File: src/rtl/irq_pkg.sv
// Shared types and constants for the priority interrupt controller.
// Covers the controller states, the bus register offsets and the default vector base.
package irq_pkg;

   typedef enum logic [1:0] {
      IDLE    = 2'd0,
      ASSERT  = 2'd1,
      SERVICE = 2'd2
   } irq_state_e;

   localparam logic [1:0] REG_MASK = 2'd0;
   localparam logic [1:0] REG_PEND = 2'd1;
   localparam logic [1:0] REG_VEC  = 2'd2;
   localparam logic [1:0] REG_EOI  = 2'd3;

   localparam logic [31:0] ISR_BASE_DEFAULT = 32'h0000_03C0;

   // Handler address for a request index: base plus one 32-bit word per line.
   function automatic logic [31:0] vec_addr(input logic [31:0] base, input logic [4:0] idx);
      return base + {25'd0, idx, 2'b00};
   endfunction

endpackage

File: src/rtl/irq_prio_enc.sv
// Fixed-priority encoder: the lowest set request index wins.
// When no request is set, the index reads N (the spurious slot).
module irq_prio_enc #(
   parameter int N  = 8,
   parameter int IW = $clog2(N + 1)
) (
   input  logic [N-1:0]  req_i,
   output logic          valid_o,
   output logic [IW-1:0] idx_o
);

   always_comb begin
      valid_o = |req_i;
      idx_o   = IW'(N);
      // Scan downward so the last match, the lowest index, is the one kept.
      for (int i = N - 1; i >= 0; i--) begin
         if (req_i[i]) begin
            idx_o = IW'(i);
         end
      end
   end

endmodule

File: src/rtl/irq_controller.sv
// Priority interrupt controller: captures request edges, masks and arbitrates them,
// drives the CPU intr/inta handshake and tracks a single in-service interrupt until EOI.
module irq_controller
   import irq_pkg::*;
#(
   parameter int          N_IRQ        = 8,
   parameter logic [31:0] ISR_BASE     = ISR_BASE_DEFAULT,
   parameter logic [31:0] SPURIOUS_VEC = ISR_BASE + 32'(4 * N_IRQ)
) (
   input  logic             clk,
   input  logic             reset,
   input  logic [N_IRQ-1:0] irq_in,
   output logic             intr,
   input  logic             inta,
   input  logic             io_cs,
   input  logic             io_rd,
   input  logic             io_wr,
   input  logic [31:0]      Address,
   input  logic [31:0]      D_IN,
   output logic [31:0]      D_OUT
);

   localparam int IW = $clog2(N_IRQ + 1);

   irq_state_e       state_q, state_d;
   logic [N_IRQ-1:0] mask_q, mask_d;
   logic [N_IRQ-1:0] pend_q, pend_d;
   logic [N_IRQ-1:0] irq_prev_q;
   logic             inta_prev_q;
   logic [30:0]      vec_q, vec_d;
   logic             in_service_q, in_service_d;
   logic             intr_q, intr_d;
   logic [31:0]      dout_q, dout_d;

   logic [1:0]       reg_sel;
   logic             wr_en;
   logic             rd_en;
   logic             eoi_wr;
   logic [N_IRQ-1:0] rise;
   logic             inta_rise;
   logic [N_IRQ-1:0] act;
   logic             act_valid;
   logic [IW-1:0]    win_idx;
   logic [31:0]      win_vec;
   logic             ack;
   logic             ack_take;
   logic [N_IRQ-1:0] w1c_clr;
   logic [N_IRQ-1:0] ack_clr;
   logic [31:0]      rd_data;
   logic             unused_bits;

   assign reg_sel   = Address[3:2];
   assign wr_en     = io_cs & io_wr;
   assign rd_en     = io_cs & io_rd & ~io_wr;
   assign eoi_wr    = wr_en && (reg_sel == REG_EOI);
   assign rise      = irq_in & ~irq_prev_q;
   assign inta_rise = inta & ~inta_prev_q;
   assign act       = pend_q & ~mask_q;
   assign ack       = (state_q == ASSERT) && inta_rise;
   assign ack_take  = ack && act_valid;
   assign win_vec   = vec_addr(ISR_BASE, 5'(win_idx));
   assign w1c_clr   = (wr_en && (reg_sel == REG_PEND)) ? D_IN[N_IRQ-1:0] : '0;
   assign mask_d    = (wr_en && (reg_sel == REG_MASK)) ? D_IN[N_IRQ-1:0] : mask_q;

   assign unused_bits = ^{Address[31:4], Address[1:0], D_IN[31:N_IRQ], win_vec[31]};

   irq_prio_enc #(
      .N  (N_IRQ),
      .IW (IW)
   ) u_prio_enc (
      .req_i   (act),
      .valid_o (act_valid),
      .idx_o   (win_idx)
   );

   // A fresh edge outranks both software clear and acknowledge clear of the same bit.
   for (genvar gi = 0; gi < N_IRQ; gi++) begin : g_pend
      assign ack_clr[gi] = ack_take && (win_idx == IW'(gi));
      assign pend_d[gi]  = rise[gi] | (pend_q[gi] & ~w1c_clr[gi] & ~ack_clr[gi]);
   end

   always_comb begin
      rd_data = '0;
      case (reg_sel)
         REG_MASK: rd_data[N_IRQ-1:0] = mask_q;
         REG_PEND: rd_data[N_IRQ-1:0] = pend_q;
         REG_VEC:  rd_data            = {in_service_q, vec_q};
         default:  rd_data            = '0;
      endcase
   end

   assign dout_d = rd_en ? rd_data : dout_q;

   always_comb begin
      state_d      = state_q;
      in_service_d = in_service_q;
      vec_d        = vec_q;
      case (state_q)
         IDLE: begin
            if (act_valid) begin
               state_d = ASSERT;
            end
         end
         ASSERT: begin
            if (inta_rise) begin
               if (act_valid) begin
                  state_d      = SERVICE;
                  in_service_d = 1'b1;
                  vec_d        = win_vec[30:0];
               end else begin
                  // Request vanished between intr and acknowledge.
                  state_d      = IDLE;
                  in_service_d = 1'b0;
                  vec_d        = SPURIOUS_VEC[30:0];
               end
            end
         end
         SERVICE: begin
            if (eoi_wr) begin
               state_d      = IDLE;
               in_service_d = 1'b0;
            end
         end
         default: begin
            state_d = IDLE;
         end
      endcase
      intr_d = (state_d == ASSERT);
   end

   always_ff @(posedge clk or posedge reset) begin
      if (reset) begin
         state_q      <= IDLE;
         mask_q       <= '1;
         pend_q       <= '0;
         irq_prev_q   <= '0;
         inta_prev_q  <= 1'b0;
         vec_q        <= '0;
         in_service_q <= 1'b0;
         intr_q       <= 1'b0;
         dout_q       <= '0;
      end else begin
         state_q      <= state_d;
         mask_q       <= mask_d;
         pend_q       <= pend_d;
         irq_prev_q   <= irq_in;
         inta_prev_q  <= inta;
         vec_q        <= vec_d;
         in_service_q <= in_service_d;
         intr_q       <= intr_d;
         dout_q       <= dout_d;
      end
   end

   assign intr  = intr_q;
   assign D_OUT = dout_q;

endmodule

File: config.mk
export PLATFORM = sky130hd
export DESIGN_NAME = irq_controller
export DESIGN_NICKNAME = d
export VERILOG_FILES = /design/src/rtl/irq_pkg.sv /design/src/rtl/irq_prio_enc.sv /design/src/rtl/irq_controller.sv
export SDC_FILE = /design/constraint.sdc
export NUM_CORES = 1
export LEC_CHECK = 0
export CAP_MARGIN = 20
export CORE_MARGIN = 3
export CORE_UTILIZATION = 35
export DETAILED_ROUTE_END_ITERATION = 8
export GPL_TIMING_DRIVEN = 0
export PLACE_DENSITY = 0.75
export SYNTH_ARGS = -nofsm -noshare
export SYNTH_HDL_FRONTEND = slang
export SYNTH_SLANG_ARGS = --single-unit
File: constraint.sdc
create_clock -name clk -period 2.3 [get_ports clk]
set_clock_uncertainty 0.15 [all_clocks]
set_input_delay 0.345 -clock clk [delete_from_list [all_inputs] [get_ports clk]]
set_output_delay 0.345 -clock clk [all_outputs]
set_load 0.02 [all_outputs]
==> results of run 1 <==
-- layout make-up --
class / count / area [um2] / share of cell area (%)
multi-input combinational: 144 / 921 / 33.0
timing repair buffer: 35 / 350 / 12.5
tap: 75 / 93.8 / 3.36
inverter: 11 / 41.3 / 1.48
sequential: 44 / 1110 / 39.8
clock buffer: 8 / 90.1 / 3.22
buffer: 27 / 186 / 6.67
-- metrics by stage --
step | TNS [ps] | instance area [um2] | hold WS, ps | utilization (%) | cells
2_1_floorplan | 0 | 2260 | 226 | - | 226
3_3_place_gp | -2940 | 2700 | 255 | 45.1 | 336
3_5_place_dp | -60.4 | 2700 | 270 | 45.1 | 336
4_1_cts | 0 | 2790 | 280 | 46.6 | 344
5_1_grt | 0 | 2790 | 300 | 46.6 | 344
6_report | 0 | 2790 | 272 | 46.6 | 344
-- report_power, final --
part,internal [mW],switching [mW]
Clock,0.245,0.240
Sequential,0.943,0.102
Combinational,0.322,0.362
-- state kept, by name, summed over array words and instances, names as in the netlist --
| name | flops |
|---|---|
| inta_prev_q | 1 |
| state_q | 2 |
| vec_q | 5 |
| D_OUT | 10 |
| pend_q | 8 |
| intr | 1 |
| irq_prev_q | 8 |
| in_service_q | 1 |
| mask_q | 8 |
-- placed cells by master, fill, tap and decap left out, types with 3 or more instances in the layout --
cell / instances
a21boi_0: 3
buf_4: 22
clkbuf_8: 6
nand2_1: 25
dfstp_2: 8
nand2b_1: 4
o21ai_0: 14
clkbuf_1: 5
mux2_2: 10
dfrtp_1: 36
conb_1: 21
o211ai_1: 4
mux2i_1: 8
clkdlybuf4s50_1: 35
nor2_1: 5
inv_1: 10
a21oi_1: 7
o31ai_1: 4
nor2b_1: 7
-- worst max-delay path by stage --
stage | endpoint | slack, ps
after floorplan | pend_q[7] | 520
after global routing | pend_q[5] | 150
after CTS | pend_q[5] | 270
final | pend_q[5] | 260
after global placement | irq_prev_q[5] | -80
after detailed placement | pend_q[5] | -50
-- cells by family (layout without fill, tap and decap cells) --
family	after synthesis	count (layout)	synth area share [%]
muxes	18	18	8.82
and+or+nand+nor	56	56	14.5
AOI/OAI and AO/OA	49	49	15.2
other	1	21	0.172
DFF	44	44	50.9
buffers and inverters	38	81	10.4
-- routing by layer --
metal / vias to the layer above / GRT usage, %
met2: 49 / 19.4
met5: - / 0
li1: 807 / -
met1: 711 / 17.7
met3: 6 / 2.91
met4: 0 / 4.75
-- worst reg2reg max path: stages, from the launching register on --
cell and delay [ps]:
dfstp_2 540, nand2b_2 180, nand4b_4 180, or4_1 540
o22a_1 180
==> results.sh, run 1 <==
export IMPL_crit_type="in2reg"
export IMPL_max_cap_violations=0
export IMPL_rsz0062_at_grt="false"
export IMPL_worst_slack_ps=258
export IMPL_via_per_inst=4.57
export IMPL_nets=346
export IMPL_port_buffers=35
export IMPL_ant_nets=0
export IMPL_drive_above_1_share_pct=20.8
export IMPL_grt_max_degree=45
export IMPL_netlist_instances=206
export IMPL_crit_chain="clkdlybuf4s50_1, and4b_1, clkbuf_1, a21boi_0, o21a_1, a221o_1"
export IMPL_syn_cell_area_mm2=0.00218
export IMPL_cts_max_path_buffers=2
export IMPL_ff2ff_path_depth=4
export IMPL_cts_resized=0
export IMPL_synth_most_common_cell="dfrtp_1"
export IMPL_maxSlewHeadroom_pct=41.0
export IMPL_period_share_pct=88.8
export IMPL_antenna_found_initial=0
export IMPL_core_region_area_mm2=0.00599
export IMPL_ir_drop_uv=345
export IMPL_cts_tree="built"
export IMPL_grt_pass1_vias=1512
export IMPL_setup_viol=0
export IMPL_power_leakage_nw=1.24
export IMPL_min_path_cells=1
export IMPL_holdBufCountCts=0
export IMPL_die_y_um=85.0
export IMPL_crit_path_max_incr_delay_ps=540
export IMPL_synth_edff_count=0
export IMPL_crit_buf_inv=2
export IMPL_crit_family="buffers and inverters"
export IMPL_crit_fanout=8
export IMPL_tightest_slew_ps=884
export IMPL_synthFlopType="dfrtp_1"
export IMPL_dr_max_layer_used="met4"
export IMPL_drt_pass1_iterations=4
export IMPL_r2r_setup_slack_ps=420
export IMPL_outcome="complete, no violations"
export IMPL_rows=28
export IMPL_wl_met3_um=326
export IMPL_wl_met1_um=2020
export IMPL_antenna_cells=0
export IMPL_ys_top_cells_by_count="dfrtp_1 (36), nand2_1 (25), buf_4 (22)"
export IMPL_synthToLayoutAreaGrowth_pct=27.9
export IMPL_holdPathEnd="pend_q[1]"
export IMPL_r2r_start="mask_q[2]"
export IMPL_initial_core_util_pct=36.5
export IMPL_post_cts_setup_buffers=0
export IMPL_ios=111
export IMPL_vias=1573
export IMPL_yosysUniqueCellTypes=43
export IMPL_dieArea_mm2=0.00723
export IMPL_crit_required_ps=2330
export IMPL_finalHoldViolCount=0
export IMPL_cts_root_buf="clkbuf_8"
export IMPL_yosys_warnings=0
export IMPL_dpl_hpwl_um=3280
export IMPL_fmax_mhz=490
export IMPL_cp_arrival_ps=2070
export IMPL_asyncSetResetFlopFracSynth_pct=100
export IMPL_cts_num_sinks=44
export IMPL_rr_endpoint="pend_q[7]"
export IMPL_yosysTopAreaCellShare_pct=41.2
export IMPL_endpoint_kind="flip-flop"
export IMPL_die_w_um=85.0
export IMPL_grtUsageTotal_pct=12.7
export IMPL_wl_met2_um=1920
export IMPL_routabilityCongestion=0.786
export IMPL_yosysTopAreaCell="dfrtp_1"
export IMPL_wirelength_um=4320
export IMPL_slowest_stage="clkdlybuf4s50_1"
export IMPL_finalMaxSlewViolations=0
export IMPL_powerDensity_mw_per_mm2=792
export IMPL_wire_per_inst_um=12.6
export IMPL_min_from="irq_prev_q[1]"
export IMPL_crit_start="io_cs"
export IMPL_grt_first_pass_wirelength_um=7310
export IMPL_power_mw=2.21
export IMPL_htree_levels=2
export IMPL_clk_pin_slew_ps=70
export IMPL_cp_depth=6
export IMPL_clk_latency_ps=290
export IMPL_hp_class="reg2reg"
export IMPL_num_fill_cells=576
export IMPL_grt_overflow_total=0
export IMPL_ys_top_cells_by_area="dfrtp_1 (41%), dfstp_2 (9.6%), buf_4 (7.6%)"
export IMPL_synth_seq_area_share_pct=50.9
export IMPL_drc_errors=0
export IMPL_avgSynthCellArea_um2=10.6
export IMPL_critical_path_startpoint_type="input pin"
export IMPL_synth_seq_cells=44
export IMPL_finalCriticalPeriod_ps=2040
export IMPL_drt_initial_drc_count=116
export IMPL_pre_cts_slack_ps=-45.2
export IMPL_numCtsBuffers=5
Power figures use the tool's default switching activity.
==> run 2, diff against run 1 <==
--- a/config.mk
+++ b/config.mk
@@ -10,6 +10,7 @@
 export CORE_UTILIZATION = 35
 export DETAILED_ROUTE_END_ITERATION = 8
 export GPL_TIMING_DRIVEN = 0
+export HOLD_SLACK_MARGIN = 0.06
 export PLACE_DENSITY = 0.75
 export SYNTH_ARGS = -nofsm -noshare
 export SYNTH_HDL_FRONTEND = slang
==> constraint.sdc (replaced) <==
create_clock -name clk -period 2.3 [get_ports clk]
set_clock_uncertainty 0.15 [all_clocks]
set_input_delay 0.345 -clock clk [delete_from_list [all_inputs] [get_ports clk]]
set_output_delay 0.345 -clock clk [all_outputs]
set_load 0.05 [all_outputs]
==> results of run 2 <==
Same layout as run 1 (identical final DEF). Status: complete, no violations.
Main changes from that run: clock-pin slew on the worst setup and hold paths 70 ps -> 80 ps; setup slack after layout 258 ps -> 255 ps; start point of the critical path io_cs -> D_OUT[9]; end point of the critical path pend_q[5] -> D_OUT[9]; total power 2.21 mW -> 2.37 mW; worst IR drop on VDD 345 uV -> 447 uV
==> run 3, diff against run 2 <==
--- a/config.mk
+++ b/config.mk
@@ -5,7 +5,6 @@
 export SDC_FILE = /design/constraint.sdc
 export NUM_CORES = 1
 export LEC_CHECK = 0
-export CAP_MARGIN = 20
 export CORE_MARGIN = 3
 export CORE_UTILIZATION = 35
 export DETAILED_ROUTE_END_ITERATION = 8
==> results of run 3 <==
Same layout as run 1 (identical final DEF). Status: complete, no violations.
Main changes from that run: clock-pin slew on the worst setup and hold paths 70 ps -> 80 ps; setup slack after layout 258 ps -> 255 ps; start point of the critical path io_cs -> D_OUT[9]; end point of the critical path pend_q[5] -> D_OUT[9]; total power 2.21 mW -> 2.37 mW; worst IR drop on VDD 345 uV -> 447 uV
